`src/rtl/aer_spike_decoder.sv`:
```
// AER receiver: rebuilds per-timestep spike frames from address events and
// reports the most active output neuron at the end of every window.
module aer_spike_decoder #(
  parameter int NEURON_ADR   = 6,
  parameter int NEURON_NUM   = 68,
  parameter int OUT_BASE     = 59,
  parameter int OUT_NUM      = 10,
  parameter int WINDOW_STEPS = 16,
  parameter int CNT_W        = 8,
  parameter int WIN_W        = 4
) (
  input  logic                  CLK,
  input  logic                  RST,
  input  logic                  EV_VALID,
  input  logic [NEURON_ADR:0]   EV_ADDR,
  output logic                  EV_READY,
  input  logic                  STEP_END,
  output logic [NEURON_NUM:0]   FRAME,
  output logic                  FRAME_VALID,
  output logic [WIN_W-1:0]      WINNER,
  output logic [CNT_W-1:0]      WIN_COUNT,
  output logic                  WIN_VALID,
  output logic                  NO_SPIKE,
  output logic                  ERR_ADDR,
  output logic                  ERR_OVERRUN
);

  localparam int STW = $clog2(WINDOW_STEPS + 1);
  localparam int SCW = $clog2(OUT_NUM + 1);
  localparam logic [STW-1:0]      STEP_LAST = STW'(WINDOW_STEPS - 1);
  localparam logic [SCW-1:0]      SCAN_LAST = SCW'(OUT_NUM - 1);
  localparam logic [CNT_W-1:0]    CNT_MAX   = '1;
  localparam logic [NEURON_ADR:0] MAX_ADDR  = (NEURON_ADR + 1)'(NEURON_NUM);

  typedef enum logic [1:0] {COLLECT, EMIT, SCAN, REPORT} state_t;

  state_t                          state_reg, state_next;
  logic                            accept;
  logic [NEURON_NUM:0]             acc_reg, set_vec, acc_merged, frame_reg;
  logic [OUT_NUM-1:0][CNT_W-1:0]   cnt_reg, cnt_next;
  logic [STW-1:0]                  step_cnt_reg;
  logic [SCW-1:0]                  scan_idx_reg;
  logic [CNT_W-1:0]                best_reg, best_next, win_count_reg;
  logic [WIN_W-1:0]                best_idx_reg, best_idx_next, winner_reg;
  logic                            no_spike_reg, err_addr_reg, err_overrun_reg;

  assign accept = EV_VALID && (state_reg == COLLECT);

  // One-hot decode of the event address; out-of-range addresses hit no bit.
  generate
    for (genvar gi = 0; gi <= NEURON_NUM; gi++) begin : g_decode
      assign set_vec[gi] = accept && (EV_ADDR == (NEURON_ADR + 1)'(gi));
    end
  endgenerate

  assign acc_merged = acc_reg | set_vec;

  // A counter only advances on the first spike of its neuron within a step.
  generate
    for (genvar gi = 0; gi < OUT_NUM; gi++) begin : g_cnt
      logic hit;
      assign hit = set_vec[OUT_BASE + gi] && !acc_reg[OUT_BASE + gi];
      assign cnt_next[gi] = (state_reg == REPORT) ? '0 :
                            (hit && cnt_reg[gi] != CNT_MAX) ? cnt_reg[gi] + CNT_W'(1) :
                            cnt_reg[gi];
    end
  endgenerate

  always_comb begin
    best_next     = best_reg;
    best_idx_next = best_idx_reg;
    if (cnt_reg[scan_idx_reg] > best_reg) begin
      best_next     = cnt_reg[scan_idx_reg];
      best_idx_next = WIN_W'(scan_idx_reg);
    end
  end

  always_ff @(posedge CLK) begin
    if (RST) state_reg <= COLLECT;
    else     state_reg <= state_next;
  end

  always_comb begin
    state_next = state_reg;
    case (state_reg)
      COLLECT: if (STEP_END) state_next = EMIT;
      EMIT:    state_next = (step_cnt_reg == STEP_LAST) ? SCAN : COLLECT;
      SCAN:    if (scan_idx_reg == SCAN_LAST) state_next = REPORT;
      REPORT:  state_next = COLLECT;
      default: state_next = COLLECT;
    endcase
  end

  always_ff @(posedge CLK) begin
    if (RST) begin
      acc_reg         <= '0;
      frame_reg       <= '0;
      cnt_reg         <= '0;
      step_cnt_reg    <= '0;
      scan_idx_reg    <= '0;
      best_reg        <= '0;
      best_idx_reg    <= '0;
      winner_reg      <= '0;
      win_count_reg   <= '0;
      no_spike_reg    <= 1'b0;
      err_addr_reg    <= 1'b0;
      err_overrun_reg <= 1'b0;
    end else begin
      cnt_reg <= cnt_next;
      if (STEP_END && state_reg != COLLECT) err_overrun_reg <= 1'b1;
      case (state_reg)
        COLLECT: begin
          if (accept && EV_ADDR > MAX_ADDR) err_addr_reg <= 1'b1;
          // Frame is captured here so it is already visible during EMIT.
          if (STEP_END) begin
            frame_reg <= acc_merged;
            acc_reg   <= '0;
          end else begin
            acc_reg   <= acc_merged;
          end
        end
        EMIT: begin
          if (step_cnt_reg != STEP_LAST) step_cnt_reg <= step_cnt_reg + STW'(1);
        end
        SCAN: begin
          best_reg     <= best_next;
          best_idx_reg <= best_idx_next;
          scan_idx_reg <= scan_idx_reg + SCW'(1);
          if (scan_idx_reg == SCAN_LAST) begin
            winner_reg    <= best_idx_next;
            win_count_reg <= best_next;
            no_spike_reg  <= (best_next == '0);
          end
        end
        REPORT: begin
          step_cnt_reg <= '0;
          scan_idx_reg <= '0;
          best_reg     <= '0;
          best_idx_reg <= '0;
        end
        default: ;
      endcase
    end
  end

  assign EV_READY    = (state_reg == COLLECT) && !RST;
  assign FRAME_VALID = (state_reg == EMIT) && !RST;
  assign WIN_VALID   = (state_reg == REPORT) && !RST;
  assign FRAME       = frame_reg;
  assign WINNER      = winner_reg;
  assign WIN_COUNT   = win_count_reg;
  assign NO_SPIKE    = no_spike_reg;
  assign ERR_ADDR    = err_addr_reg;
  assign ERR_OVERRUN = err_overrun_reg;

endmodule

```
`config.mk`:
```
export PLATFORM = sky130hd
export DESIGN_NAME = aer_spike_decoder
export DESIGN_NICKNAME = d
export VERILOG_FILES = /design/src/rtl/aer_spike_decoder.sv
export SDC_FILE = /design/constraint.sdc
export NUM_CORES = 1
export LEC_CHECK = 0
export BUFFER_PORTS_ARGS = -buffer_cell sky130_fd_sc_hd__buf_2
export CORE_MARGIN = 3
export CORE_UTILIZATION = 59
export CTS_CLUSTER_DIAMETER = 150
export DETAILED_ROUTE_END_ITERATION = 16
export PLACE_DENSITY = 0.79
export SLEW_MARGIN = 20
export SYNTH_ARGS = -nofsm -noshare
export SYNTH_HDL_FRONTEND = slang
export SYNTH_SLANG_ARGS = --single-unit
```
`constraint.sdc`:
```
create_clock -name CLK -period 3.9 [get_ports CLK]
set_clock_uncertainty 0.1 [all_clocks]
set_input_delay 0.39 -clock CLK [delete_from_list [all_inputs] [get_ports CLK]]
set_output_delay 0.39 -clock CLK [all_outputs]
set_load 0.01 [all_outputs]
```
# Yosys cells after proc, flatten, opt, wreduce, memory -nomap -nowiden
# Cells that the tools add are included.
[totals] register_bits=256 inputBits=11 out_inout_bits=87 elab_cells=257
[op_classes] add_sub_neg=12 order_cmp=3 n_eq_ne=87 n_mux=14 bitwise_logic=1 n_reduce_logical=118
[op_table] operator="$eq 7x6->1 const B" n=32
[op_table] operator="$eq 7x5->1 const B" n=16
[op_table] operator="$logic_and 1x1->1" n=95
[op_table] operator="$add 8x1->8 const B" n=10
[op_table] operator="$ne 8x8->1 const B" n=10
[op_table] operator="$mux 69" n=1
[op_table] operator="$or 69x69->69" n=1
[op_table] operator="$eq 7x4->1 const B" n=8
[op_table] operator="$eq 7x7->1 const B" n=5
[op_table] operator="$bmux 8 s4" n=1
[op_table] operator="$eq 7x3->1 const B" n=4
[op_table] operator="$mux 8" n=2
[op_table] operator="$pmux 4 s2" n=2
[op_table] operator="$pmux 8 s2" n=1
[op_table] operator="$eq 7x2->1 const B" n=2
[op_table] operator="$logic_not 1->1" n=11
[op_table] operator="$pmux 5 s2" n=1
[op_table] operator="$reduce_and 2->1" n=5
[op_table] operator="$gt 8x8->1" n=1
[op_table] operator="$logic_not 8->1" n=1
[op_table] operator="$pmux 2 s4" n=1
[op_table] operator="$eq 7x1->1 const B" n=1
[op_table] operator="$gt 7x7->1 const B" n=1
[op_table] operator="$logic_not 7->1" n=1
[op_table] operator="15 further kinds" n=22

# Depth between registers and ports, before layout
[depth] ltp_word=5 ltp_mapped=16 mapped_depth_nobuf=13

# Least setup slack after synthesis
# OpenSTA, ideal clock, no wires.
[synth_timing] path_type="register to register" start="register scan_idx_reg[0]" end="register best_reg[6]" setup_time_ns=0.128 t_arrival_ns=3.135 required_ns=3.672 setup_slack_ns=0.538 stages_incl_launch_ff=15 path_buffers=4 period_less_slack_ns=3.362 path_cell_list="dfxtp_1 > buf_2 > buf_2 > buf_2 > mux2i_1 > o21ai_0 > ha_1 > nor2b_1 > o211ai_1 > a21oi_1 > o22a_1 > buf_1 > mux2_2 > a2bb2oi_1 > nor2_1"
[synth_via] elab_chain_len=5
[synth_rtl] element="start: declaration" line_no="42" text="logic [SCW-1:0] scan_idx_reg;"
[synth_rtl] element="start signal: assignment" line_no="128" text="scan_idx_reg <= scan_idx_reg + SCW'(1);"
[synth_rtl] element="$bmux 8 s4 (*)" line_no="72, 73"
[synth_rtl] element="$mux 8 (not written as such) (*)" line_no="72, 73"
[synth_rtl] element="$gt 8x8->1" line_no="72" text="if (cnt_reg[scan_idx_reg] > best_reg) begin"
[synth_rtl] element="$mux 8 (*)" line_no="72"
[synth_rtl] element="$pmux 8 s2 (*)" line_no="111" text="case (state_reg)"
[synth_rtl] element="end signal: assignment" line_no="126" text="best_reg <= best_next;"
[synth_rtl] element="end: declaration" line_no="43" text="logic [CNT_W-1:0] best_reg, best_next, win_count_reg;"
# Every way passes the cells marked *; elsewhere a longest branch is shown, timed or not. The select of a mux whose other input is x is not followed.
# A chain may end at the register's enable or synchronous reset.

# Final worst setup path
[layout_timing] start="register scan_idx_reg[0]" end="register best_reg[1]"
# Same word-level chain as after synthesis.

==> out/results.ini <==
[clocking]
ctsRootBufferMaster=clkbuf_16
clk_latency_ns=0.53
cts.sinks=256
clk_path_buf_depth=3
htreeDepth=1
holdBufCountCts=0
cts_buffers=27
clk_pin_slew_worst_paths_ns=0.06
post_cts_resized=0
cts_tree=built
post_cts_buffers=0

[grt]
antenna_found_initial=0
grt.total_usage=0.262
grt_overflow=0
grt_first_pass_wirelength_mm=43.3
grt_start_max_net_pins=64
grt_pass1_vias=8489

[setup_path]
crit_path_cell_trace=buf_4 -> mux4_2 -> mux2i_1 -> o22ai_1 -> ha_1 -> nand4_1 -> a21oi_1 -> o22a_1 -> buf_4 -> mux2_2 -> a2bb2oi_1 -> nor2_1
r2r-start=scan_idx_reg[0]$_SDFFE_PP0P_
cp.depth=12
critPathArrivalTime_ns=3.91
crit_type=flip-flop to flip-flop
critPathLaunchType=flip-flop
cp-startpoint=scan_idx_reg[0]$_SDFFE_PP0P_
path_common_cell=buf_4
worstPathRequired_ns=4.19
cp_num_buf_inv=2
critPathMaxFanout=7
r2r_cells=12
cp_slowest_stage_delay_ns=0.52
path_delay_family=multiplexers
end_kind=flip-flop
cp_slowest_cell=dfxtp_1

[drt]
vias=8861
ant_nets=0
drc=0
drt_wl_total_mm=26.3
post_drt_wl_per_cell_um=17.4
viasPerCell=5.88
drtIter0Drc=605
first_pass_iters=7

[cells_and_area]
drive_above_1_share=0.157
largest_reg_flops=80
multi_input_comb_area_mm2=0.00523
fillers=1377
final_core_utilization=0.700
area_growth_pct=14.6
n_antenna_cell=0
seq_area_mm2=0.00512
nets=1294

[synth]
yosys-top-cells-count=277 x nor2_1, 256 x dfxtp_1, 98 x a21oi_1
synth_area_leader_cell=dfxtp_1
synth_top_cell_area_share=0.478
syn_area_mm2=0.0107
ys_seq_elements=256
synthArstFlopShare=0
synthFlopType=dfxtp_1
avgSynthCellArea_um2=9.00
yosys_warnings=0
yosysMostFrequentCell=nor2_1
ys_seq_area_frac=0.478
synth_fp_nets=1224
synth_cell_types=59
synth_edf_count=0
synthTopCellsByArea=dfxtp_1 48%, nor2_1 9.7%, a211oi_1 5.1%, a21oi_1 4.6%, mux2i_1 4.1%
postSynthCellCount=1191

[timing]
fmax_ghz=0.277
setup_tns_ns=0
hold_violations=0
slew_headroom=0.454
drv_slew=0
rsz0062_at_grt=false
min_period_ns=3.61
holdWs_ns=0.0620
worst_pin_slew_ns=0.819
post-route-period-util=0.927
finalSetupViolCount=0

[min_path]
whs_path_depth=3
hp-class=primary input to flip-flop
min_from=STEP_END

[placed_design]
dp_hpwl_mm=18.0
place_congestion=0.905
port_buffers=97

[die]
dieHeight_um=141
rows=48
core_mm2=0.0175
start_util=0.611
ios=98
fp.dieW_um=141
dieArea_mm2=0.0198

[run]
maxCapViolCount=0

[pwr]
power_density_mw_per_mm2=461
max-vdd-ir-drop_mv=0.485
power_mw=5.66
power.static_leakage_nw=4.68

[outcome]
status=complete, no violations

-- worst paths after layout --
kind | endpoint | slack, ns
setup / recovery | best_reg[1]$_SDFFE_PP0P_ | 0.29
hold / removal | ERR_OVERRUN$_SDFFE_PP0P_ | 0.06
setup reg to reg | best_reg[1]$_SDFFE_PP0P_ | 0.29
hold reg to reg | ERR_OVERRUN$_SDFFE_PP0P_ | 0.35
-- where the power goes --
| part | total (mW) | switching, mW | leakage (nW) | internal, mW |
|---|---|---|---|---|
| sequential | 2.70 | 0.0318 | 2.07 | 2.67 |
| clock | 2.68 | 1.04 | 0.465 | 1.64 |
| combinational | 0.287 | 0.196 | 2.14 | 0.0910 |
-- cells by family (layout without fill, tap and decap cells) --
| kind of cell | after synthesis | count (layout) | synth area share |
|---|---|---|---|
| flops | 256 | 256 | 0.478 |
| xor+xnor | 68 | 68 | 0.0556 |
| buf+inv | 90 | 181 | 0.0342 |
| fa+ha+maj | 22 | 22 | 0.0257 |
| compound gates | 221 | 221 | 0.135 |
| simple gates | 477 | 477 | 0.210 |
| mux | 57 | 57 | 0.0610 |
-- metal layers --
metal  track usage  part of all wire  up-vias
met2         0.426              0.46      294
met5             0                 0        -
met3        0.0448             0.065       46
met4        0.0857             0.028        0
met1         0.357              0.45     4235
li1              -                 -     4286
-- cells in the final DEF (no fill, tap or decap), types with 22 or more instances in the layout --
| cell type | Yosys | routed |
|---|---|---|
| nand3_1 | 26 | 26 |
| clkbuf_16 | 0 | 27 |
| nand4_1 | 23 | 23 |
| mux2i_1 | 44 | 44 |
| a211oi_1 | 73 | 73 |
| xnor2_1 | 22 | 22 |
| xor2_1 | 46 | 46 |
| nor2_1 | 277 | 277 |
| a21oi_1 | 98 | 98 |
| ha_1 | 22 | 22 |
| nand2_1 | 51 | 51 |
| buf_2 | 14 | 96 |
| dfxtp_1 | 256 | 256 |
-- cell type report --
class,instances,area share
Tap cell,225,0.0229
Clock buffer,36,0.0618
Clock inverter,14,0.0155
Inverter,16,0.00489
Timing Repair Buffer,115,0.0517
Multi-Input combinational cell,845,0.426
Sequential cell,256,0.417
-- worst reg2reg max path: stages, from the launching register on --
cell	delay, ns
dfxtp_1	0.52
buf_4	0.21
mux4_2	0.50
mux2i_1	0.18
o22ai_1	0.15
ha_1	0.30
nand4_1	0.14
a21oi_1	0.19
o22a_1	0.39
buf_4	0.24
mux2_2	0.37
a2bb2oi_1	0.13
nor2_1	0.05
-- stage by stage --
step	std cells	cell area, µm²	worst slack (ns)
after floorplan	1191	10700	0.538
after global placement	1457	11300	0.434
after detailed placement	1457	11300	0.328
after CTS	1507	12300	0.302
after global routing	1507	12300	0.00851
final	1507	12300	0.286
Note: power is estimated with default switching activity, not from simulation.
